--- src/rtl/uar_tx.sv ---
// UART transmit serializer: valid/ready word in, registered serial line out.
// Frame = start bit, DATA_BITS data bits LSB first, optional parity, STOP_BITS stop bits.
module uar_tx #(
   parameter int CLK_DIV    = 868,
   parameter int DATA_BITS  = 8,
   parameter int PARITY_EN  = 0,
   parameter int PARITY_ODD = 0,
   parameter int STOP_BITS  = 1
) (
   input  logic                 clk_i,
   input  logic                 rst_ni,
   input  logic [DATA_BITS-1:0] tx_data_i,
   input  logic                 tx_valid_i,
   output logic                 tx_ready_o,
   output logic                 tx_out_o,
   output logic                 tx_busy_o
);

   localparam int BAUD_W = (CLK_DIV > 1) ? $clog2(CLK_DIV) : 1;
   localparam int BIT_W  = 4;

   typedef enum logic [2:0] {
      S_IDLE   = 3'd0,
      S_START  = 3'd1,
      S_DATA   = 3'd2,
      S_PARITY = 3'd3,
      S_STOP   = 3'd4
   } state_e;

   state_e               state_q, state_d;
   logic [BAUD_W-1:0]    baud_q, baud_d;
   logic [BIT_W-1:0]     bit_q, bit_d;
   logic [DATA_BITS-1:0] shift_q, shift_d;
   logic                 par_q, par_d;
   logic                 tx_q, tx_d;

   logic xfer, bit_end, last_data, last_stop;

   assign xfer      = tx_valid_i & (state_q == S_IDLE);
   assign bit_end   = (baud_q == BAUD_W'(CLK_DIV - 1));
   assign last_data = (bit_q == BIT_W'(DATA_BITS - 1));
   assign last_stop = (bit_q == BIT_W'(STOP_BITS - 1));

   always_ff @(posedge clk_i or negedge rst_ni) begin
      if (!rst_ni) begin
         state_q <= S_IDLE;
         baud_q  <= '0;
         bit_q   <= '0;
         shift_q <= '0;
         par_q   <= 1'b0;
         tx_q    <= 1'b1;
      end else begin
         state_q <= state_d;
         baud_q  <= baud_d;
         bit_q   <= bit_d;
         shift_q <= shift_d;
         par_q   <= par_d;
         tx_q    <= tx_d;
      end
   end

   always_comb begin
      state_d = state_q;
      case (state_q)
         S_IDLE:   if (xfer) state_d = S_START;
         S_START:  if (bit_end) state_d = S_DATA;
         S_DATA:   if (bit_end && last_data) state_d = (PARITY_EN != 0) ? S_PARITY : S_STOP;
         S_PARITY: if (bit_end) state_d = S_STOP;
         S_STOP:   if (bit_end && last_stop) state_d = S_IDLE;
         default:  state_d = S_IDLE;
      endcase
   end

   // Datapath next-state; the bit counter is reused to count stop bits.
   always_comb begin
      baud_d  = bit_end ? '0 : baud_q + 1'b1;
      bit_d   = bit_q;
      shift_d = shift_q;
      par_d   = par_q;
      if (state_q == S_IDLE) begin
         baud_d = '0;
         bit_d  = '0;
         if (xfer) begin
            shift_d = tx_data_i;
            par_d   = (^tx_data_i) ^ (PARITY_ODD != 0);
         end
      end else if (bit_end) begin
         if (state_q == S_DATA) begin
            shift_d = shift_q >> 1;
            bit_d   = last_data ? '0 : bit_q + 1'b1;
         end else if (state_q == S_STOP) begin
            bit_d = last_stop ? '0 : bit_q + 1'b1;
         end
      end
   end

   // Line value is derived from the next state so the register changes only at bit boundaries.
   always_comb begin
      case (state_d)
         S_START:  tx_d = 1'b0;
         S_DATA:   tx_d = shift_d[0];
         S_PARITY: tx_d = par_d;
         default:  tx_d = 1'b1;
      endcase
      tx_ready_o = (state_q == S_IDLE);
      tx_busy_o  = (state_q != S_IDLE);
      tx_out_o   = tx_q;
   end

endmodule
--- config.mk ---
export PLATFORM = sky130hd
export DESIGN_NAME = uar_tx
export DESIGN_NICKNAME = d
export VERILOG_FILES = /design/src/rtl/uar_tx.sv
export SDC_FILE = /design/constraint.sdc
export NUM_CORES = 1
export LEC_CHECK = 0
export BUFFER_PORTS_ARGS = -buffer_cell sky130_fd_sc_hd__clkbuf_2
export CORE_ASPECT_RATIO = 0.7
export CORE_MARGIN = 1
export CORE_UTILIZATION = 52
export DETAILED_ROUTE_END_ITERATION = 7
export PLACE_DENSITY = 0.74
export SLEW_MARGIN = 20
export SYNTH_ARGS = -nofsm -noshare
export SYNTH_HDL_FRONTEND = slang
export SYNTH_SLANG_ARGS = --single-unit
--- constraint.sdc ---
create_clock -name clk_i -period 1.5 [get_ports clk_i]
set_input_delay 0.15 -clock clk_i [delete_from_list [all_inputs] [get_ports clk_i]]
set_output_delay 0.15 -clock clk_i [all_outputs]
set_load 0.1 [all_outputs]
== Word level (Yosys, flattened, before mapping) ==
Cells that the tools add are included.
Word-level totals
  register bits: 27
  output and inout port bits: 3
  logic and storage cells: 52
Cells by class
  add/sub/neg operators: 2
  eq/ne operators: 10
  muxes and demuxes: 21
  bitwise logic cells: 1
  reductions and logical operators: 11
Operators by type and width (number)
  2-to-1 mux 8 bit: 4
  2-to-1 mux 4 bit: 6
  2-to-1 mux 10 bit: 2
  2-to-1 mux 3 bit: 5
  one-hot mux 3 bit (5 select lines): 1
  equality test 3 x 2 -> 1 bit, second input constant: 4
  adder 10 x 1 -> 10 bit, second input constant: 1
  equality test 10 bit, second input constant: 1
  XOR reduction 8 bit: 1
  equality test 3 x 1 -> 1 bit, second input constant: 2
  nonzero test 3 bit: 2
  adder 4 x 1 -> 4 bit, second input constant: 1
  equality test 4 x 3 -> 1 bit, second input constant: 1
  zero test 4 bit: 1
  nonzero test 2 bit: 2
  equality test 3 bit, second input constant: 1
  zero test 3 bit: 1
  one-hot mux 1 bit (3 select lines): 1
  AND reduction 3 bit: 1
  logical AND 1 bit: 2
  2-to-1 mux 1 bit: 2
  != test 2 x 1 -> 1 bit, second input constant: 1
  AND reduction 2 bit: 1
  AND 1 bit: 1

== Longest topological paths before layout ==
  depth after elaboration: 6
  depth in mapped cells: 7

== Worst setup path before layout ==
Ideal clock, no wire load.
  path kind: register -> register
  start: reg state_q[1]
  end: reg bit_q[2]
  setup time: 203 ps
  arrival time: 3275 ps
  data required time: 1297 ps
  setup slack: -1979 ps
  cell stages (with the launch flop): 6
  period minus slack after synthesis: 3479 ps
  cell sequence: dfrtp_1 -> nor3_2 -> inv_1 -> and4_1 -> nand2_1 -> o311ai_0
On the way
  elaborated cells on any way between the ends: 9
RTL lines
  start, declared: line 30  | state_e state_q, state_d;
  start signal, assigned: line 53  | state_q <= state_d;
  zero test 3 bit *
  via tx_ready_o: line 14  | output logic tx_ready_o,
  nonzero test 3 bit (no line) or nonzero test 2 bit (tied branches)
  AND reduction 2 bit (no line)
  end signal, assigned: line 55  | bit_q <= bit_d;
  end, declared: line 32  | logic [BIT_W-1:0] bit_q, bit_d;
The timed path passes the listed nets; every way through them passes the cells marked *. The select of a mux whose other input is x is not followed.
A chain may end at the register's enable or synchronous reset.

== Worst setup path after layout ==
  start: reg bit_q[0]
  end: reg tx_q, in the netlist tx_out_o
On the way
  cells in the longest elaborated chain, start to end: 6
  elaborated cells on any way between the ends: 11
RTL lines
  equality test 4 x 3 -> 1 bit or zero test 4 bit (tied branches): line 41, 42
  logical AND 1 bit (on tied branches): line 67, 69
  2-to-1 mux 3 bit (on tied branches): line 67, 69
  one-hot mux 3 bit (5 select lines) *: line 64  | case (state_q)
  equality test 3 x 2 -> 1 bit or equality test 3 x 1 -> 1 bit (tied branches): line 99  | case (state_d)
  one-hot mux 1 bit (3 select lines) *: line 99
  via tx_d: line 35  | logic tx_q, tx_d;
  end signal, assigned: line 58  | tx_q <= tx_d;
  end, declared: line 35
The timed path passes the listed nets; every way through them passes the cells marked *.

==> results.ini <==
[outcome]
status=finished, violations left
violations=negative setup slack

[job]
max-cap-violations=0

[setup_path]
critPathLaunch=bit_q[0]
worstSetupPathType=reg2reg
r2r_cells=6
critPathRequiredTime_ps=1720
r2r_slack_ps=-120
rr_endpoint=tx_out_o
reg2reg_from=bit_q[0]
crit_path_end=tx_out_o
cp.arrival_ps=1840
start_kind=register
critPathCaptureType=register
cp_max_fo=3

[synth]
ys_types=42
synth_cells=152
syn-cell-area_um2=1460
synth-warning-count=0
ys_seq_elements=27
yosysSeqAreaShare=0.464
syn_nets=166
syn_avg_cell_area_um2=9.59

[sta]
worstMarginPinSlew_ps=692
hold_ws_ps=130
slew_headroom=0.539
grt_setup_unrepaired=true
setup_viol=25
skew_ps=2.69
period_share=1.08
drv_slew=0
finalSetupTns_ps=-1590
hold_viol_final=0
min_period_ps=1620
max_freq_mhz=618
fin_ws_ps=-118

[grt]
grt_antenna_before_repair=0
grt_pass1_vias=1281
grt_pass1_wl_um=6220
overflow=0
grt_use_total=0.285
grt_max_degree=28

[placed_design]
gp_congestion=0.888
portBuffers=13
place_hpwl_um=2420
placed_area_um2=1830
placed_cells=226

[cts]
cts.sink_count=27
cts_buffer_depth=2
clk_pin_slew_ps=90
cts_made_buffers=3
cts_tree=built
insertion_delay_ps=280
htree_levels=1
root_buffer=clkbuf_8

[die]
die_y_um=46.3
coreArea_um2=2550
start_util=0.571
die_w_um=65.3
num_io_pins=14
placementRows=15
die_area_um2=3020

[power]
p_sw_frac=0.226
p_int_mw=0.946
cellPowerDensity_nw_per_um2=564
leakage_nw=0.970
p_switching_mw=0.276
seqPwrFrac=0.595
ir_drop_mv=0.449
comb_power_share=0.058
clkPwrFrac=0.346

[cells_and_area]
antenna_cells=0
finalCoreUtilization=0.848
fin_nets=223
drive_gt1_frac=0.510
finalNonFillerCells=242
final_cell_area_um2=2160
syn_to_final_growth_pct=48.5

[routing]
routed_wl_um=4080
drt_iter0_markers=85
first_pass_iters=4
num_vias=1331
viasPerCell=5.50
wl_per_cell_um=16.9
ant_nets=0
drcViolationCount=0

[min_path]
hp-class=in2reg
hold_depth=3

==> power groups by stage <==
stage	Sequential (mW)	Combinational, mW	Clock, mW
6_report	0.727	0.0714	0.423
5_1_grt	0.728	0.0773	0.458
4_1_cts	0.727	0.0712	0.426
3_5_place_dp	0.742	0.0656	0
3_3_place_gp	0.742	0.0648	0
2_1_floorplan	0.742	0.0313	0
==> Yosys cell counts <==
| cell | instances | area (um2) |
|---|---|---|
| o21ai_1 | 1 | 5.00 |
| o2111ai_1 | 1 | 8.76 |
| o31a_1 | 1 | 8.76 |
| nand4_1 | 1 | 6.26 |
| nor3b_1 | 1 | 7.51 |
| dfstp_2 | 1 | 26.3 |
| a41oi_1 | 1 | 8.76 |
| or2_1 | 1 | 6.26 |
| nand2b_1 | 1 | 6.26 |
| o311ai_0 | 1 | 8.76 |
| xor2_1 | 4 | 35.0 |
| nor2_1 | 20 | 75.1 |
| nor3b_2 | 2 | 25.0 |
| and3_1 | 2 | 12.5 |
| buf_2 | 5 | 25.0 |
| nor3_2 | 1 | 10.0 |
| a211oi_2 | 1 | 12.5 |
| a21oi_1 | 2 | 10.0 |
| a2bb2oi_1 | 1 | 8.76 |
| nand2_1 | 20 | 75.1 |
| buf_4 | 1 | 7.51 |
| and2_1 | 1 | 6.26 |
| buf_6 | 1 | 11.3 |
| and4bb_4 | 1 | 16.3 |
| a221o_1 | 1 | 10.0 |
| and2b_1 | 1 | 7.51 |
| a22oi_1 | 6 | 45.0 |
| nand3b_1 | 1 | 7.51 |
| and3b_1 | 1 | 8.76 |
| o31ai_1 | 1 | 7.51 |
| nand3_1 | 6 | 30.0 |
| a211oi_1 | 1 | 7.51 |
| dfrtp_1 | 26 | 651 |
| nor3_1 | 3 | 15.0 |
| ha_1 | 3 | 37.5 |
| o31ai_2 | 1 | 12.5 |
| xnor2_1 | 11 | 96.3 |
| o21ai_0 | 6 | 30.0 |
| mux2i_1 | 1 | 10.0 |
| and4_1 | 3 | 26.3 |
| and2_0 | 1 | 6.26 |
| inv_1 | 7 | 26.3 |
==> state kept, by name, summed over array words and instances (netlist names) <==
| name | flops |
|---|---|
| baud_q | 10 |
| shift_q | 8 |
| bit_q | 4 |
| state_q | 3 |
| par_q | 1 |
| tx_out_o | 1 |
==> per-stage QoR <==
step	setup WS [ps]	power, mW
2_1_floorplan	-1260	0.773
3_3_place_gp	-86.1	0.806
3_5_place_dp	-181	0.807
4_1_cts	-97.8	1.22
5_1_grt	-184	1.26
6_report	-118	1.22
==> final cells by class <==
type	instances	area, um2
Inverter	7	28.8
Multi-Input combinational cell	111	895
Clock inverter	1	5.00
Sequential cell	27	677
Fill cell	128	388
Timing Repair Buffer	59	475
Tap cell	34	42.5
Clock buffer	3	41.3
==> kinds of logic (layout without fill, tap and decap cells) <==
| logic type | count (synthesis) | after routing | synth area share |
|---|---|---|---|
| muxes | 1 | 1 | 0.00687 |
| DFF | 27 | 27 | 0.464 |
| and+or+nand+nor | 67 | 67 | 0.239 |
| AOI/OAI and AO/OA | 25 | 25 | 0.126 |
| adders and majority gates | 3 | 3 | 0.0258 |
| xor gates and xnor gates | 15 | 15 | 0.0901 |
| buffers and inverters | 14 | 70 | 0.0481 |
==> per-layer routing <==
layer	up-vias	share of wire	track usage
li1	631	-	-
met1	642	0.46	0.386
met2	52	0.48	0.474
met3	6	0.048	0.0520
met4	0	0.0098	0.0783
met5	-	0	0
==> worst max-delay path, cell delays in order (launching register included) <==
cell and delay (ps):
dfrtp_1 430, ha_2 200, and3b_2 240, o2111ai_4 220, a22oi_2 120, o31ai_2 180
o31a_1 170
==> worst min path at each step <==
stage / start / end
6_report: tx_data_i[7] / shift_q[7]
5_1_grt: tx_data_i[6] / shift_q[6]
4_1_cts: tx_data_i[2] / shift_q[2]
3_5_place_dp: rst_ni / state_q[2]
3_3_place_gp: rst_ni / state_q[2]
2_1_floorplan: rst_ni / baud_q[0]
==> cell usage in the layout, fill, tap and decap left out, drive strengths merged, types with 4 or more instances in the layout <==
master	synthesis	routed
nor3	4	4
xor2	4	4
dfrtp	26	26
xnor2	11	11
o21ai	7	7
buf	7	48
nand3	6	6
nor2	20	20
inv	7	7
a22oi	6	6
clkbuf	0	13
nand2	20	20
==> repair_timing <==
action | CTS | global route
gates cloned | 0 | 0
pin swaps | 10 | 10
hold buffers | 1 | 0
buffers inserted | 6 | 5
endpoints found under the setup margin | 26 | 28
hold endpoints to repair | 26 | 0
resized for setup | 37 | 18
Note: power is estimated with default switching activity, not from simulation.
